File: src/rtl/phrase_scroller.sv
// Phrase window scroller: static, paged or scrolled view onto a stored phrase.
// Optional BOUNCE_EN macro enables ping-pong mode 11 (otherwise 11 acts as static).
module phrase_scroller #(
  parameter int CHAR_W = 5,
  parameter int DIGITS = 8,
  parameter int PHRASE_LEN = 16,
  parameter int TICK_DIV = 100000000,
  parameter logic [CHAR_W-1:0] BLANK = {CHAR_W{1'b1}}
) (
  input  logic                               clk,
  input  logic                               rst,
  input  logic                               load,
  input  logic [PHRASE_LEN*CHAR_W-1:0]       phrase_in,
  input  logic [1:0]                         mode,
  input  logic                               pause,
  output logic [DIGITS*CHAR_W-1:0]           display,
  output logic [$clog2(PHRASE_LEN+DIGITS)-1:0] offset,
  output logic                               step,
  output logic                               wrap
);

  localparam int L = PHRASE_LEN + DIGITS;
  localparam int OW = $clog2(L);
  localparam int CW = (TICK_DIV > 1) ? $clog2(TICK_DIV) : 1;
  localparam int MAXB = (PHRASE_LEN > DIGITS) ? PHRASE_LEN - DIGITS : 0;
  localparam logic [CW-1:0] TERM = CW'(TICK_DIV - 1);

  logic [PHRASE_LEN*CHAR_W-1:0] phrase;
  logic [CW-1:0] cnt, cnt_n;
  logic [OW-1:0] offset_n;
  logic [OW:0] page_nxt;
  logic [1:0] prev_mode;
  logic [DIGITS*CHAR_W-1:0] win;
  logic step_n, wrap_n, run;
`ifdef BOUNCE_EN
  logic dir, dir_n;
`endif

  // Stream is the phrase followed by DIGITS blanks, indexed modulo L.
  function automatic logic [CHAR_W-1:0] char_at(
    input logic [PHRASE_LEN*CHAR_W-1:0] p,
    input int k
  );
    int j;
    j = (k >= L) ? k - L : k;
    if (j < PHRASE_LEN)
      char_at = p[(PHRASE_LEN-1-j)*CHAR_W +: CHAR_W];
    else
      char_at = BLANK;
  endfunction

  always_comb begin
    win = '0;
    for (int i = 0; i < DIGITS; i++)
      win[(DIGITS-1-i)*CHAR_W +: CHAR_W] = char_at(phrase, int'(offset) + i);
  end

`ifdef BOUNCE_EN
  assign run = (mode != 2'b00);
`else
  assign run = (mode == 2'b01) || (mode == 2'b10);
`endif

  assign page_nxt = {1'b0, offset} + (OW+1)'(DIGITS);

  always_comb begin
    offset_n = offset;
    cnt_n = cnt;
    step_n = 1'b0;
    wrap_n = 1'b0;
`ifdef BOUNCE_EN
    dir_n = dir;
`endif
    if (load || (mode != prev_mode)) begin
      offset_n = '0;
      cnt_n = '0;
`ifdef BOUNCE_EN
      dir_n = 1'b1;
`endif
    end else if (!run) begin
      offset_n = '0;
      cnt_n = '0;
    end else if (!pause) begin
      if (cnt != TERM) begin
        cnt_n = cnt + 1'b1;
      end else begin
        cnt_n = '0;
        step_n = 1'b1;
        case (mode)
          2'b01: begin
            if (page_nxt >= (OW+1)'(PHRASE_LEN)) begin
              offset_n = '0;
              wrap_n = 1'b1;
            end else begin
              offset_n = page_nxt[OW-1:0];
            end
          end
          2'b10: begin
            if (offset == OW'(L - 1)) begin
              offset_n = '0;
              wrap_n = 1'b1;
            end else begin
              offset_n = offset + 1'b1;
            end
          end
`ifdef BOUNCE_EN
          2'b11: begin
            if (MAXB == 0) begin
              offset_n = '0;
            end else if (dir) begin
              offset_n = offset + 1'b1;
              if (offset + 1'b1 == OW'(MAXB)) dir_n = 1'b0;
            end else begin
              offset_n = offset - 1'b1;
              if (offset == OW'(1)) begin
                wrap_n = 1'b1;
                dir_n = 1'b1;
              end
            end
          end
`endif
          default: ;
        endcase
      end
    end
  end

  always_ff @(posedge clk) begin
    if (rst) begin
      phrase <= {PHRASE_LEN{BLANK}};
      offset <= '0;
      cnt <= '0;
      display <= {DIGITS{BLANK}};
      step <= 1'b0;
      wrap <= 1'b0;
      prev_mode <= 2'b00;
`ifdef BOUNCE_EN
      dir <= 1'b1;
`endif
    end else begin
      if (load) phrase <= phrase_in;
      offset <= offset_n;
      cnt <= cnt_n;
      display <= win;
      step <= step_n;
      wrap <= wrap_n;
      prev_mode <= mode;
`ifdef BOUNCE_EN
      dir <= dir_n;
`endif
    end
  end

endmodule
File: config.mk
export PLATFORM = sky130hd
export DESIGN_NAME = phrase_scroller
export DESIGN_NICKNAME = d
export VERILOG_FILES = /design/src/rtl/phrase_scroller.sv
export SDC_FILE = /design/constraint.sdc
export NUM_CORES = 2
export LEC_CHECK = 0
export CAP_MARGIN = 20
export CORE_ASPECT_RATIO = 1.75
export CORE_UTILIZATION = 35
export DETAILED_ROUTE_END_ITERATION = 10
export PLACE_DENSITY_LB_ADDON = 0.2
export SLEW_MARGIN = 20
export SYNTH_ARGS = -nofsm -noshare
export SYNTH_HDL_FRONTEND = slang
export SYNTH_SLANG_ARGS = --single-unit
File: constraint.sdc
create_clock -name clk -period 7.9 [get_ports clk]
set_input_delay 1.975 -clock clk [delete_from_list [all_inputs] [get_ports clk]]
set_output_delay 1.975 -clock clk [all_outputs]
set_load 0.01 [all_outputs]
==> key figures <==
Power and ir drop
  – Flop pwr share: 0.381
  – Cell-internal power: 1.575 mW
  – Sw frac: 0.3530
  – Final Power: 2.434 mW
  – PwrDens: 94.11 nW/um^2
  – Peak supply drop: 0.1746 mV
  – NetSw: 0.8592 mW
  – Leakage Power: 9.094 nW
  – Clock power share: 0.360
  – Gate power share: 0.259

Global route
  – First-pass GRT wire length: 150400 um
  – Initial antenna violation count: 4
  – Pin count of the biggest net entering global routing: 164
  – GRT Util Overall: 0.3021
  – Vias in the first global route: 22160
  – Total global routing overflow: 0

Yosys
  – Library cells used by synthesis: 89
  – Post-synthesis register bit count: 156
  – Yosys warning total: 0
  – Async S/R FF share, synth: 0
  – Sequential-to-total area share from yosys stat: 0.1325
  – Post-synth EDFFs: 0
  – Post-synthesis cell area: 23570 um^2
  – Post-synthesis instance total: 2629
  – Most used DFF post-synth: dfxtp_1
  – Syn Area/Cell: 8.967 um^2

Clocking
  – Clock tree from TritonCTS: built
  – Clock Tree Root: clkbuf_16
  – Clock tree buffer depth: 2
  – CTS Hold Buffers Added: 0
  – Setup bufs post-CTS: 0
  – CTS Buf Count: 17
  – PostCTS Resize Cnt: 0
  – Worst-path clk slew: 0.09 ns
  – H-tree depth: 4
  – Clk sinks: 156
  – Skew-Pair Late Insertion Delay: 0.52 ns

Worst setup path
  – Worst Path Arrival: 6.41 ns
  – FF-to-FF Start: offset[1]$_SDFFE_PP0P_
  – CP max stage cell: nor4_1
  – Slowest stage delay, CP: 0.83 ns
  – CP Capture Type: flip-flop
  – Critical setup path kind: reg2reg
  – R2r setup slk: 1.93 ns
  – Worst-path cell chain: ha_1, a21boi_0, or2_2, ha_1, nor3_1, a21oi_1, xnor2_1, xnor2_1, ha_1, fa_1, a21o_1, a21oi_1, xor2_1, nand2b_1, nor4_1, or3_1
  – Critical Path RT: 8.34 ns
  – Worst r2r path cells: 16
  – Critical Path Source Type: flip-flop
  – Most used cell, CP: ha_1
  – Crit path max fanout: 45
  – Worst R2R End: display[32]$_SDFF_PP1_

Placed design
  – DP HPWL: 77500 um
  – Placed cells: 3449
  – Number of port buffers: 132
  – RePlAce Congestion: 1.027

Layout
  – Total Nets Final: 2766
  – Layout Cells excl Fill: 3483
  – Core Util, Final: 0.3891
  – Share of post-route cells with drive strength above 1: 0.1910
  – Synth-to-layout area growth: 9.718%

STA
  – Worst Skew: 0.02599 ns
  – Slew @ Worst Pin: 1.183 ns
  – Max Transition Viols Final: 0
  – RSZ-0062 raised after global routing: no
  – Final Hold Vio Count: 0
  – Final Setup Violations: 0
  – Fmax: 167.5 MHz
  – Final Cycle Share: 0.7559
  – Post-layout min period: 5.972 ns
  – Max_slew headroom: 0.2027
  – Final hold slack: 0.5127 ns
  – Setup TNS: 0 ns

Hold path
  – Hold Path Sink: cnt[18]$_SDFFE_PP0N_
  – HP Start: cnt[18]$_SDFFE_PP0N_
  – Cells on Worst Hold Path: 2
  – Min-delay worst type: reg2reg

Run
  – Max Cap Viol: 0

Die
  – Die Y: 345.3 um
  – Num ports: 133
  – Core Area: 66470 um^2
  – Die ar.: 68440 um^2
  – Die Wd: 198.2 um
  – Initial Util: 0.3547
  – Num rows: 125

Route
  – DRT Wirelength: 103400 um
  – Vias: 22610
  – Pre-antenna DRT Iters: 6
  – WL/cell: 29.69 um
  – Via density: 6.491
  – DRC errors left: 0
  – Antenna-violating nets left: 0
  – Initial drt markers: 2134

Outcome
  – Status: finished, final reports clean
[critical path: cells and delay by family (launching register included)]
kind                     cells  cell delay [ns]
AND/OR/NAND/NOR              5             2.07
XOR/XNOR                     3             1.03
AO/OA/AOI/OAI                4             0.64
flip-flops                   1             0.72
adder cells (fa/ha/maj)      4             1.41
[area by class of cell]
class,count,area [um^2]
Antenna cell,2,5.005
Clock buffer,18,439.2
Clock inverter,14,157.7
Fill cell,6623,40610
Inverter,59,221.5
Multi-Input combinational cell,2156,19030
Sequential cell,156,3131
Tap cell,889,1112
Timing Repair Buffer,189,1772
[registers in the layout (all words and copies together), names as in the netlist]
| name | count |
|---|---|
| offset | 5 |
| cnt | 27 |
| wrap | 1 |
| phrase | 80 |
| display | 40 |
| step | 1 |
| prev_mode | 2 |
[metal layers]
metal,GRT usage,part of all wire
met4,0.2705,0.10
met5,0,0.00029
met3,0.04320,0.058
met1,0.3294,0.35
met2,0.5044,0.49
[cell usage after synthesis, types with 8 or more instances]
cell	n	area, um^2
nand2_1	302	1134
mux4_2	269	6058
mux2i_1	253	2532
nor2_1	220	825.8
a21oi_1	174	870.8
dfxtp_1	156	3123
o21ai_0	139	695.7
clkbuf_1	130	488.0
mux2_2	100	1126
ha_1	93	1164
a211oi_1	70	525.5
buf_2	64	320.3
xnor2_1	58	508.0
inv_1	54	202.7
nand3_1	42	210.2
buf_1	41	153.9
o211ai_1	41	307.8
nor3_1	35	175.2
xor2_1	33	289.0
a31oi_1	25	156.4
nor2b_1	24	150.1
and2_1	21	131.4
a21o_1	20	150.1
nand2b_1	17	106.4
buf_4	14	105.1
buf_6	14	157.7
nand4_1	13	81.33
and3_1	11	68.82
o22ai_1	11	68.82
a211o_1	10	87.58
o2111ai_1	9	78.83
a311oi_1	8	70.07
fa_1	8	160.2
o21bai_1	8	60.06
o311ai_0	8	70.07
or3_1	8	50.05
[logic make-up after synthesis]
kind of cell    count (synthesis)  share of synthesized area
compound gates                595                     0.1592
xor+xnor                       95                    0.03763
fa+ha+maj                     101                    0.05615
buf+inv                       324                    0.06284
flops                         156                     0.1325
mux                           625                     0.4140
other cells                     2                  0.0003186
simple gates                  731                     0.1374
[cells in the final DEF (no fill, tap or decap), drive strengths merged, types with 26 or more instances in the layout]
cell type,count
mux2,101
a21oi,175
xor2,34
o21ai,147
xnor2,59
inv,63
mux2i,255
a31oi,26
nand3,42
o211ai,41
nor3,35
clkdlybuf4s50,131
ha,93
nand2,302
buf,58
dfxtp,156
nor2,220
a211oi,70
mux4,269
[through the flow]
stage | worst slack, ns | instance area [um^2]
floorplan | 1.804 | 23600
global placement | 2.157 | 25260
detailed placement | 2.099 | 25260
CTS | 2.042 | 25860
global route | 1.686 | 25860
finish | 1.928 | 25860
[power groups by stage]
stage	logic, mW	clock network [mW]	registers (mW)
5_1_grt	0.664	0.921	0.929
3_5_place_dp	0.612	0	0.940
4_1_cts	0.616	0.895	0.922
6_report	0.631	0.876	0.927
3_3_place_gp	0.608	0	0.938
2_1_floorplan	0.395	0	0.874
[worst max-delay path by stage]
stage	start	endpoint	slack [ns]	depth (start not counted)
6_report	offset[1]$_SDFFE_PP0P_	display[32]$_SDFF_PP1_	1.93	16
5_1_grt	offset[1]$_SDFFE_PP0P_	display[33]$_SDFF_PP1_	1.69	17
4_1_cts	offset[1]$_SDFFE_PP0P_	display[32]$_SDFF_PP1_	2.04	14
3_5_place_dp	offset[1]$_SDFFE_PP0P_	display[32]$_SDFF_PP1_	2.10	14
3_3_place_gp	offset[1]$_SDFFE_PP0P_	display[32]$_SDFF_PP1_	2.16	14
2_1_floorplan	offset[1]$_SDFFE_PP0P_	display[1]$_SDFF_PP1_	1.80	24
No activity file was read; power rests on OpenSTA's default activity.
